<file path="src/rtl/lc3b_types.sv">
// Shared LC-3b datapath types: machine word, opcode encoding, and the
// fetch-stage state and IF/ID register layout.
package lc3b_types;

  typedef logic [15:0] lc3b_word;

  typedef enum logic [3:0] {
    op_br   = 4'b0000,
    op_add  = 4'b0001,
    op_ldb  = 4'b0010,
    op_stb  = 4'b0011,
    op_jsr  = 4'b0100,
    op_and  = 4'b0101,
    op_ldr  = 4'b0110,
    op_str  = 4'b0111,
    op_rti  = 4'b1000,
    op_not  = 4'b1001,
    op_ldi  = 4'b1010,
    op_sti  = 4'b1011,
    op_jmp  = 4'b1100,
    op_shf  = 4'b1101,
    op_lea  = 4'b1110,
    op_trap = 4'b1111
  } lc3b_opcode;

  // Fetch-stage controller states.
  //   S_IDLE   : one cycle after reset before the first request
  //   S_REQ    : read outstanding at pc
  //   S_BUF    : a fetched word is parked in the skid buffer, no read
  //   S_SQUASH : a read whose data will be thrown away is still in flight
  typedef enum logic [1:0] {
    S_IDLE   = 2'd0,
    S_REQ    = 2'd1,
    S_BUF    = 2'd2,
    S_SQUASH = 2'd3
  } lc3b_fetch_state;

  // IF/ID pipeline register contents.
  typedef struct packed {
    logic     valid;
    lc3b_word pc;
    lc3b_word ir;
  } lc3b_ifid_reg;

  // Instruction addresses are halfword aligned; bit 0 is always dropped.
  function automatic lc3b_word align_pc(input lc3b_word addr);
    return addr & 16'hFFFE;
  endfunction

endpackage

</file>
<file path="src/rtl/lc3b_fetch_stage_if.sv">
// Instruction-memory read bus between the fetch stage (master) and the
// instruction memory (slave).
interface lc3b_fetch_stage_if;
  import lc3b_types::*;

  logic     read;     // request, held until resp
  lc3b_word address;  // fetch address, stable while read=1
  lc3b_word rdata;    // instruction word, valid with resp
  logic     resp;     // single-cycle completion pulse

  modport master (
    output read,
    output address,
    input  rdata,
    input  resp
  );

  modport slave (
    input  read,
    input  address,
    output rdata,
    output resp
  );

endinterface

</file>
<file path="src/rtl/ifid_skid_buffer.sv">
// One-entry holding register for a fetched {pc, ir} pair that arrived while
// the IF/ID register was stalled. Clear wins over load, load over drain.
module ifid_skid_buffer
  import lc3b_types::*;
(
  input  logic     clk,
  input  logic     rst_n,
  input  logic     load,
  input  logic     drain,
  input  logic     clear,
  input  lc3b_word load_pc,
  input  lc3b_word load_ir,
  output logic     full,
  output lc3b_word entry_pc,
  output lc3b_word entry_ir
);

  logic     full_reg;
  lc3b_word pc_reg;
  lc3b_word ir_reg;

  // Occupancy flag: a redirect flush empties the entry regardless of load.
  always_ff @(posedge clk or negedge rst_n) begin
    if (!rst_n) begin
      full_reg <= 1'b0;
    end else if (clear) begin
      full_reg <= 1'b0;
    end else if (load) begin
      full_reg <= 1'b1;
    end else if (drain) begin
      full_reg <= 1'b0;
    end
  end

  // Payload captured only on load; contents are don't-care while empty.
  always_ff @(posedge clk or negedge rst_n) begin
    if (!rst_n) begin
      pc_reg <= '0;
      ir_reg <= '0;
    end else if (load && !clear) begin
      pc_reg <= load_pc;
      ir_reg <= load_ir;
    end
  end

  assign full     = full_reg;
  assign entry_pc = pc_reg;
  assign entry_ir = ir_reg;

endmodule

</file>
<file path="src/rtl/lc3b_fetch_stage.sv">
// LC-3b pipeline IF stage: owns the PC, drives the instruction-memory read
// handshake, and fills the IF/ID register. A one-entry skid buffer absorbs a
// response that lands while decode is stalled; redirects flush IF/ID and the
// buffer, and a read already in flight is allowed to finish and discarded.
module lc3b_fetch_stage
  import lc3b_types::*;
#(
  parameter lc3b_word RESET_PC = 16'h0000,
  parameter lc3b_word PC_STEP  = 16'h0002
) (
  input  logic                      clk,
  input  logic                      rst_n,
  lc3b_fetch_stage_if.master        imem,
  input  logic                      stall_in,
  input  logic                      redirect_valid,
  input  lc3b_word                  redirect_pc,
  output logic                      ifid_valid,
  output lc3b_word                  ifid_ir,
  output lc3b_word                  ifid_pc,
  output lc3b_opcode                ifid_opcode,
  output logic                      ifid_imm_check
);

  localparam lc3b_word START_PC = RESET_PC & 16'hFFFE;

  lc3b_fetch_state state_reg, state_next;
  lc3b_word        pc_reg, pc_next;
  // Where to resume once a squashed read completes. pc_reg keeps the
  // squashed address meanwhile so the bus address stays stable.
  lc3b_word        target_reg, target_next;
  lc3b_ifid_reg    ifid_reg, ifid_next;

  lc3b_word pc_plus_step;
  lc3b_word redirect_target;
  logic     ifid_free;

  logic     buf_load;
  logic     buf_drain;
  logic     buf_clear;
  logic     buf_full;
  lc3b_word buf_pc;
  lc3b_word buf_ir;

  assign pc_plus_step    = pc_reg + PC_STEP;
  assign redirect_target = align_pc(redirect_pc);
  // A bubble never blocks: IF/ID can take a new value unless it holds a live
  // instruction that decode is refusing.
  assign ifid_free       = !stall_in || !ifid_reg.valid;

  ifid_skid_buffer u_skid (
    .clk      (clk),
    .rst_n    (rst_n),
    .load     (buf_load),
    .drain    (buf_drain),
    .clear    (buf_clear),
    .load_pc  (pc_plus_step),
    .load_ir  (imem.rdata),
    .full     (buf_full),
    .entry_pc (buf_pc),
    .entry_ir (buf_ir)
  );

  // State, PC, redirect target and IF/ID register.
  always_ff @(posedge clk or negedge rst_n) begin
    if (!rst_n) begin
      state_reg  <= S_IDLE;
      pc_reg     <= START_PC;
      target_reg <= START_PC;
      ifid_reg   <= '0;
    end else begin
      state_reg  <= state_next;
      pc_reg     <= pc_next;
      target_reg <= target_next;
      ifid_reg   <= ifid_next;
    end
  end

  // Next-state, PC update, IF/ID load and skid-buffer control.
  always_comb begin
    state_next  = state_reg;
    pc_next     = pc_reg;
    target_next = target_reg;
    ifid_next   = ifid_reg;
    buf_load    = 1'b0;
    buf_drain   = 1'b0;
    buf_clear   = 1'b0;

    // When IF/ID is free and nothing is loaded below, it becomes a bubble.
    if (ifid_free) begin
      ifid_next.valid = 1'b0;
    end

    if (redirect_valid) begin
      // Redirect beats both stall and a coincident response.
      ifid_next.valid = 1'b0;
      buf_clear       = 1'b1;
      case (state_reg)
        S_IDLE: begin
          pc_next    = redirect_target;
          state_next = S_REQ;
        end
        S_REQ: begin
          if (imem.resp) begin
            // The read just finished: drop its data, fetch target next cycle.
            pc_next = redirect_target;
          end else begin
            // Read still pending: let it complete on the old address.
            target_next = redirect_target;
            state_next  = S_SQUASH;
          end
        end
        S_BUF: begin
          pc_next    = redirect_target;
          state_next = S_REQ;
        end
        S_SQUASH: begin
          if (imem.resp) begin
            // Stale read ends on this edge, so go straight to the newest target.
            pc_next    = redirect_target;
            state_next = S_REQ;
          end else begin
            target_next = redirect_target;
          end
        end
        default: begin
          state_next = S_IDLE;
        end
      endcase
    end else begin
      case (state_reg)
        S_IDLE: begin
          state_next = S_REQ;
        end
        S_REQ: begin
          if (imem.resp) begin
            pc_next = pc_plus_step;
            if (ifid_free) begin
              ifid_next.valid = 1'b1;
              ifid_next.pc    = pc_plus_step;
              ifid_next.ir    = imem.rdata;
            end else begin
              buf_load   = 1'b1;
              state_next = S_BUF;
            end
          end
        end
        S_BUF: begin
          if (ifid_free) begin
            if (buf_full) begin
              ifid_next.valid = 1'b1;
              ifid_next.pc    = buf_pc;
              ifid_next.ir    = buf_ir;
            end
            buf_drain  = 1'b1;
            state_next = S_REQ;
          end
        end
        S_SQUASH: begin
          if (imem.resp) begin
            pc_next    = target_reg;
            state_next = S_REQ;
          end
        end
        default: begin
          state_next = S_IDLE;
        end
      endcase
    end
  end

  // Bus outputs depend only on registered state and pc.
  assign imem.read    = (state_reg == S_REQ) || (state_reg == S_SQUASH);
  assign imem.address = pc_reg;

  assign ifid_valid     = ifid_reg.valid;
  assign ifid_ir        = ifid_reg.ir;
  assign ifid_pc        = ifid_reg.pc;
  assign ifid_opcode    = lc3b_opcode'(ifid_reg.ir[15:12]);
  assign ifid_imm_check = ifid_reg.ir[5];

endmodule

</file>
<file path="src/flat_wrapper.sv">
// flat-port wrapper written by rule: the top's interface ports become plain ports
module lc3b_fetch_stage_flat import lc3b_types::*;
#(
  parameter lc3b_word RESET_PC = 16'h0000,
  parameter lc3b_word PC_STEP  = 16'h0002
)
  (clk, rst_n, stall_in, redirect_valid, redirect_pc, ifid_valid, ifid_ir, ifid_pc, ifid_opcode, ifid_imm_check, imem_read, imem_address, imem_rdata, imem_resp);
  lc3b_fetch_stage_if imem_i ();
  input  logic clk;
  input  logic rst_n;
  input  logic stall_in;
  input  logic redirect_valid;
  input  lc3b_word redirect_pc;
  output logic ifid_valid;
  output lc3b_word ifid_ir;
  output lc3b_word ifid_pc;
  output lc3b_opcode ifid_opcode;
  output logic ifid_imm_check;
  output wire logic [$bits(imem_i.read)-1:0] imem_read;
  output wire logic [$bits(imem_i.address)-1:0] imem_address;
  input wire logic [$bits(imem_i.rdata)-1:0] imem_rdata;
  input wire logic [$bits(imem_i.resp)-1:0] imem_resp;
  assign imem_read = imem_i.read;
  assign imem_address = imem_i.address;
  assign imem_i.rdata = imem_rdata;
  assign imem_i.resp = imem_resp;
  lc3b_fetch_stage #(.RESET_PC(RESET_PC), .PC_STEP(PC_STEP)) u_core (.clk(clk), .rst_n(rst_n), .imem(imem_i), .stall_in(stall_in), .redirect_valid(redirect_valid), .redirect_pc(redirect_pc), .ifid_valid(ifid_valid), .ifid_ir(ifid_ir), .ifid_pc(ifid_pc), .ifid_opcode(ifid_opcode), .ifid_imm_check(ifid_imm_check));
endmodule
</file>
<file path="config.mk">
export PLATFORM = sky130hd
export DESIGN_NAME = lc3b_fetch_stage_flat
export DESIGN_NICKNAME = d
export VERILOG_FILES = /design/src/rtl/lc3b_types.sv /design/src/rtl/lc3b_fetch_stage_if.sv /design/src/rtl/ifid_skid_buffer.sv /design/src/rtl/lc3b_fetch_stage.sv /design/src/flat_wrapper.sv
export SDC_FILE = /design/constraint.sdc
export NUM_CORES = 1
export LEC_CHECK = 0
export ABC_AREA = 1
export CAP_MARGIN = 20
export CORE_ASPECT_RATIO = 1.75
export CORE_UTILIZATION = 50
export CTS_CLUSTER_SIZE = 8
export DETAILED_ROUTE_END_ITERATION = 6
export PLACE_DENSITY = 0.77
export REMOVE_ABC_BUFFERS = 1
export SYNTH_ARGS = -nofsm -noshare
export SYNTH_HDL_FRONTEND = slang
export SYNTH_SLANG_ARGS = --single-unit
export TNS_END_PERCENT = 20
</file>
<file path="constraint.sdc">
create_clock -name clk -period 3.9 [get_ports clk]
set_input_delay 0.39 -clock clk [delete_from_list [all_inputs] [get_ports clk]]
set_output_delay 0.39 -clock clk [all_outputs]
set_load 0.02 [all_outputs]
</file>
## After elaboration in Yosys (flattened, before gate mapping)

Cells that the tools add are included.

| cells by class | value |
|---|---|
| bitwise logic cells | 2 |
| mux-type cells | 32 |
| add/subtract/negate cells | 1 |
| equal/unequal tests | 13 |
| reduce and logical (&&, ||, !) cells | 16 |

Operators with widths:

| cell | count |
|---|---|
| $mux 33 | 4 |
| $pmux 33 s2 | 1 |
| $mux 16 | 4 |
| $pmux 16 s2 | 2 |
| $add 16x2->16 const B | 1 |
| $mux 1 | 13 |
| $mux 2 | 6 |
| $ne 3x3->1 const B | 4 |
| $pmux 2 s4 | 1 |
| $reduce_and 4->1 | 2 |
| $ne 3x2->1 const B | 2 |
| $pmux 2 s3 | 1 |
| $reduce_and 6->1 | 1 |
| $reduce_bool 3->1 | 2 |
| $eq 2x2->1 const B | 2 |
| $ne 2x1->1 const B | 2 |
| $ne 2x2->1 const B | 2 |
| $reduce_or 2->1 | 2 |
| $logic_not 1->1 | 3 |
| $reduce_and 3->1 | 1 |
| $eq 2x1->1 const B | 1 |
| $logic_not 2->1 | 1 |
| $logic_or 1x1->1 | 2 |
| $not 1->1 | 2 |
| 2 further kinds | 2 |

| word-level totals | value |
|---|---|
| output and inout port bits | 55 |
| bits in registers | 99 |
| input port bits | 37 |
| logic and storage cells | 73 |

## Depth between registers and ports, before layout

| logic depth | value |
|---|---|
| depth after elaboration | 8 |
| depth in mapped cells | 11 |

## By module

From an unflattened synthesis, not the netlist that was laid out.

| second synthesis, totals | value |
|---|---|
| cell total of the unflattened synthesis | 649 |
| area total of the unflattened synthesis | 5,114.9 µm² |

By module, submodules not included:

| module | instances | seq. area each (µm²) | area an instance (µm²) | cells an instance |
|---|---|---|---|---|
| lc3b_fetch_stage | 1 | 1,626.6 | 3,702.3 | 505 |
| ifid_skid_buffer | 1 | 825.8 | 1,412.6 | 144 |

## Least setup slack after synthesis

Ideal clock, no wire load.

| timing | value |
|---|---|
| path kind | reg-to-reg |
| from | register u_core.state_reg[0] |
| to | register u_core.target_reg[1] |
| arrival time | 1.500 ns |
| required time | 3.775 ns |
| path buffers | 1 |
| cell stages (with the launch flop) | 7 |
| path slack | 2.276 ns |
| period minus slack after synthesis | 1.624 ns |
| path through | dfrtp_1 ha_1 buf_4 inv_4 nand2_2 nand2_1 mux2_2 |

| on the way | value |
|---|---|
| word-level cells in the longest chain between the ends | 3 |
| elaborated cells on any way between the ends | 4 |

Ends and longest elaborated chain:

| element | RTL line | text |
|---|---|---|
| start, declared | lc3b_fetch_stage.sv:26 | `lc3b_fetch_state state_reg, state_next;` |
| start signal, assigned | lc3b_fetch_stage.sv:71 | `state_reg <= state_next;` |
| $eq 2x2->1 or $eq 2x1->1 (tied branches) | lc3b_fetch_stage.sv:97 | `case (state_reg)` |
| $reduce_or 2->1 (no line) * | -- |  |
| $reduce_and 3->1 (no line) * | -- |  |
| end signal, assigned | lc3b_fetch_stage.sv:73 | `target_reg <= target_next;` |
| end, declared | lc3b_fetch_stage.sv:30 | `lc3b_word target_reg, target_next;` |

Every way passes the cells marked *; elsewhere a longest branch is shown, timed or not.
A chain may end at the register's enable or synchronous reset.

## Worst setup path after layout

| timing | value |
|---|---|
| from | register u_core.state_reg[0] |
| to | output port imem_read |

| on the way | value |
|---|---|
| word-level cells in the longest chain between the ends | 2 |
| elaborated cells on any way between the ends | 3 |

Ends and longest elaborated chain:

| element | RTL line | text |
|---|---|---|
| $eq 2x1->1 or $eq 2x2->1 (tied branches) | lc3b_fetch_stage.sv:172 | `assign imem.read = (state_reg == S_REQ) \|\| (state_reg == S_SQUASH);` |
| $logic_or 1x1->1 * | lc3b_fetch_stage.sv:172 |  |
| end, declared | flat_wrapper.sv:19 | `output wire logic [$bits(imem_i.read)-1:0] imem_read;` |

Marks and branches as above.

==> parameters.txt <==
Parameter                              Value

Setup path
  Largest delay share family, worst path    buffers and inverters
  Crit start category    register
  Cell with the largest stage delay on the worst path    ha_1
  Required time worst endpoint    roughly 3500 ps
  Register-to-register setup slack    between 1000 and 1500 ps
  Number of cells on the critical path    4
  Combined buffer and inverter count along the critical path    2
  Timing endpoint of the critical path    imem_read
  Worst Setup Path Type    reg -> out
  CP endpoint kind    output pin
  Critical path startpoint    u_core.state_reg[0]
  Reg-to-Reg End    u_core.target_reg[3]
  Arrival time of data at the critical path endpoint    2400 ps
  Critical path's largest stage delay    660 ps
  Reg-to-reg startpoint    u_core.state_reg[0]
  Count of cells along the worst register-to-register path    5
  Ordered list of cells on the worst path    ha_1 > inv_4 > nand2_2 > clkdlybuf4s50_1
  Critical Path Fanout Max    17

Outcome
  Status    completed

STA
  Final-report hold violation count    0
  Final critical-path required period    2790 ps
  Setup violators final    0
  Portion of the clock cycle consumed by the worst path in the final layout    0.715
  Final count of pins violating max slew    0
  Worst clock skew    a little over 6 ps
  Fin Hold WS    202 ps
  Worst max-slew margin expressed relative to the limit    0.342
  Highest attainable clock frequency    359 MHz
  Summed negative setup slack over all endpoints    0 ps
  Worst-margin pin slew    987 ps
  RSZ-0062 raised after global routing    false

Pwr
  Max VDD drop    0.000396 V
  Switching share of total power    0.415
  Seq pwr share    0.368
  Power per cell area    776 nW/um2
  Post-layout power    4740 uW
  Share of power burned in combinational logic    0.445
  Internal power    2770 uW
  Net Sw Power    1970 uW
  Leakage component of the power    0.00302 uW
  Part of the total power dissipated in the clock network    0.187

Clock network
  Worst-skew pair later-pin latency    340 ps
  Maximum root-to-sink buffer count    2
  Clock transition time at the flip-flop clock pins of the worst setup and hold paths    roughly 60 ps
  CTS tree    done
  Number of gates given a new drive strength after cts    0
  Cell at the root of the clock tree    clkbuf_16
  Number of levels the H-tree was split into    3
  TritonCTS Buffers    9
  Buffers inserted during post-CTS setup optimization    0
  # hold bufs at CTS    0
  Clock Sink Count    97

Finish
  Layout Nets    757
  Layout area overhead    23.5%
  Most common cell after layout, fill and taps aside    nand2_1
  Final standard cell count with taps included and fillers excluded    840
  Commonest non-fill, non-tap cells in the layout    245 x nand2_1, 97 x dfrtp_1, 88 x clkdlybuf4s50_1, 53 x inv_1, 53 x nand3_1
  Share of the core filled with cells in the final layout    0.641
  Share of post-route cells with drive strength above 1    0.0515
  Final antenna diode count    0

Placement
  HPWL after detailed placement    8340 um
  Final weighted congestion in routability-driven placement    0.817
  Placed Instances    825
  Count of port buffers added during placement    89

Floorplanning
  Die span in x    a little under 80 um
  Boundary Pins    slightly above 90
  Number of rows created at floorplan    47
  Initial standard-cell utilization of the core    0.519
  Placeable core area    9530 um2
  Area enclosed by the die boundary    10,300 um2
  Height of the die    134 um

Yosys
  Ys Warns    0
  Fraction of the yosys area taken by sequential cells    0.491
  Mean Syn Cell Area    7.67 um2
  Cell count after synthesis    roughly 650
  Dominant cell type by area after synthesis    dfrtp_1
  Unique cell type count in the Yosys netlist    31
  Post-Synthesis Cell Area    around 4900 um2
  Proportion of netlist area held by the largest area contributor    0.491
  Ranking of synthesized cells by area    dfrtp_1 49%, nand2_1 19%, nand3_1 5.4%, o21ai_0 5.2%, inv_1 4.0%
  Post-synthesis sequential element count    between 90 and 100

Job
  Max-capacitance violation count    0

Detailed routing
  Remaining number of nets flagged by the antenna check after routing    0
  Vias after detailed routing    4,461
  Vias per cell    around 5.3
  Number of remaining DRC errors    0
  Average routed wire per standard cell    between 10 and 15 um
  Length of the first detailed-routing pass in iterations    5
  Wirelength, routed    12,100 um
  Starting DRT DRC Count    243

Global routing
  First-pass GRT wire length    20,400 um
  Total grt overflow    0
  Antenna violations before repair    0
  Number of global-route vias before repair    4,303
  Total global-route track usage    0.249
  Largest net degree at the start of global routing    79

Hold path
  Hold crit path type    in -> async
==> final cells by class <==
| cell class | count | area (um2) |
|---|---|---|
| clock buffer | 12 | 256 |
| multi-input combinational | 451 | 2080 |
| fill | 839 | 3420 |
| tap | 122 | 153 |
| inverter | 62 | 235 |
| clock inverter | 3 | 40.0 |
| sequential | 97 | 2430 |
| timing repair buffer | 93 | 918 |
==> kinds of logic (layout without fill, tap and decap cells) <==
family                   after synthesis  count (layout)  share of synthesized area
AO/OA/AOI/OAI                        107             107                      0.118
XOR/XNOR                               6               6                     0.0106
adder cells (fa/ha/maj)                6               6                     0.0152
buffers and inverters                 97             170                     0.0896
flip-flops                            97              97                      0.491
multiplexers                           2               2                    0.00455
other                                  1               1                   0.000758
AND/OR/NAND/NOR                      329             329                      0.270
==> power groups by stage <==
stage	clock network [uW]	registers, uW	logic (uW)
finish	888	1740	2110
global route	947	1790	2330
CTS	896	1740	2120
detailed placement	0	1750	2100
global placement	0	1730	2040
floorplan	0	1950	998
==> how the worst min path moves through the flow <==
stage,startpoint,cells past startpoint,endpoint,slack [ps]
floorplan,rst_n,0,u_core.ifid_ir[0],90
detailed placement,u_core.ifid_ir[11],2,u_core.ifid_ir[11],460
global placement,u_core.ifid_ir[1],2,u_core.ifid_ir[1],460
CTS,rst_n,1,u_core.ifid_pc[14],250
finish,rst_n,1,u_core.ifid_ir[9],200
global route,rst_n,1,u_core.ifid_ir[9],290
==> worst register-to-register path, delay by kind of cell, from the launching register on <==
kind | cells | cell delay, ps
buf+inv | 1 | 220
simple gates | 2 | 630
flops | 1 | 410
fa+ha+maj | 1 | 660
mux | 1 | 490
==> cells in the mapped netlist (all sizes together) <==
library cell  count
o21bai            1
a41oi             1
o31ai            15
nor3              1
buf              29
xor2              1
inv              61
nand4             2
clkbuf            6
a211oi            1
o21ai            57
conb              1
mux2              2
a21oi            30
nand3            53
xnor2             5
clkinv            1
dfrtp            97
ha                6
nand2           249
o211ai            1
o22ai             1
nor2             24
==> layer usage <==
metal | global-route usage | part of all wire | vias to the layer above
li1 | - | - | 2186
met1 | 0.303 | 0.40 | 2114
met2 | 0.430 | 0.54 | 141
met3 | 0.0404 | 0.039 | 20
met4 | 0.113 | 0.020 | 0
met5 | 0 | 0 | -
==> stage by stage <==
stage / area [um2] / worst slack [ps]
CTS: 6110 / 1100
global placement: 5810 / 1290
global route: 6110 / 996
floorplan: 4740 / 1710
finish: 6110 / 1110
detailed placement: 5810 / 1230
No activity file was read; power rests on OpenSTA's default activity.
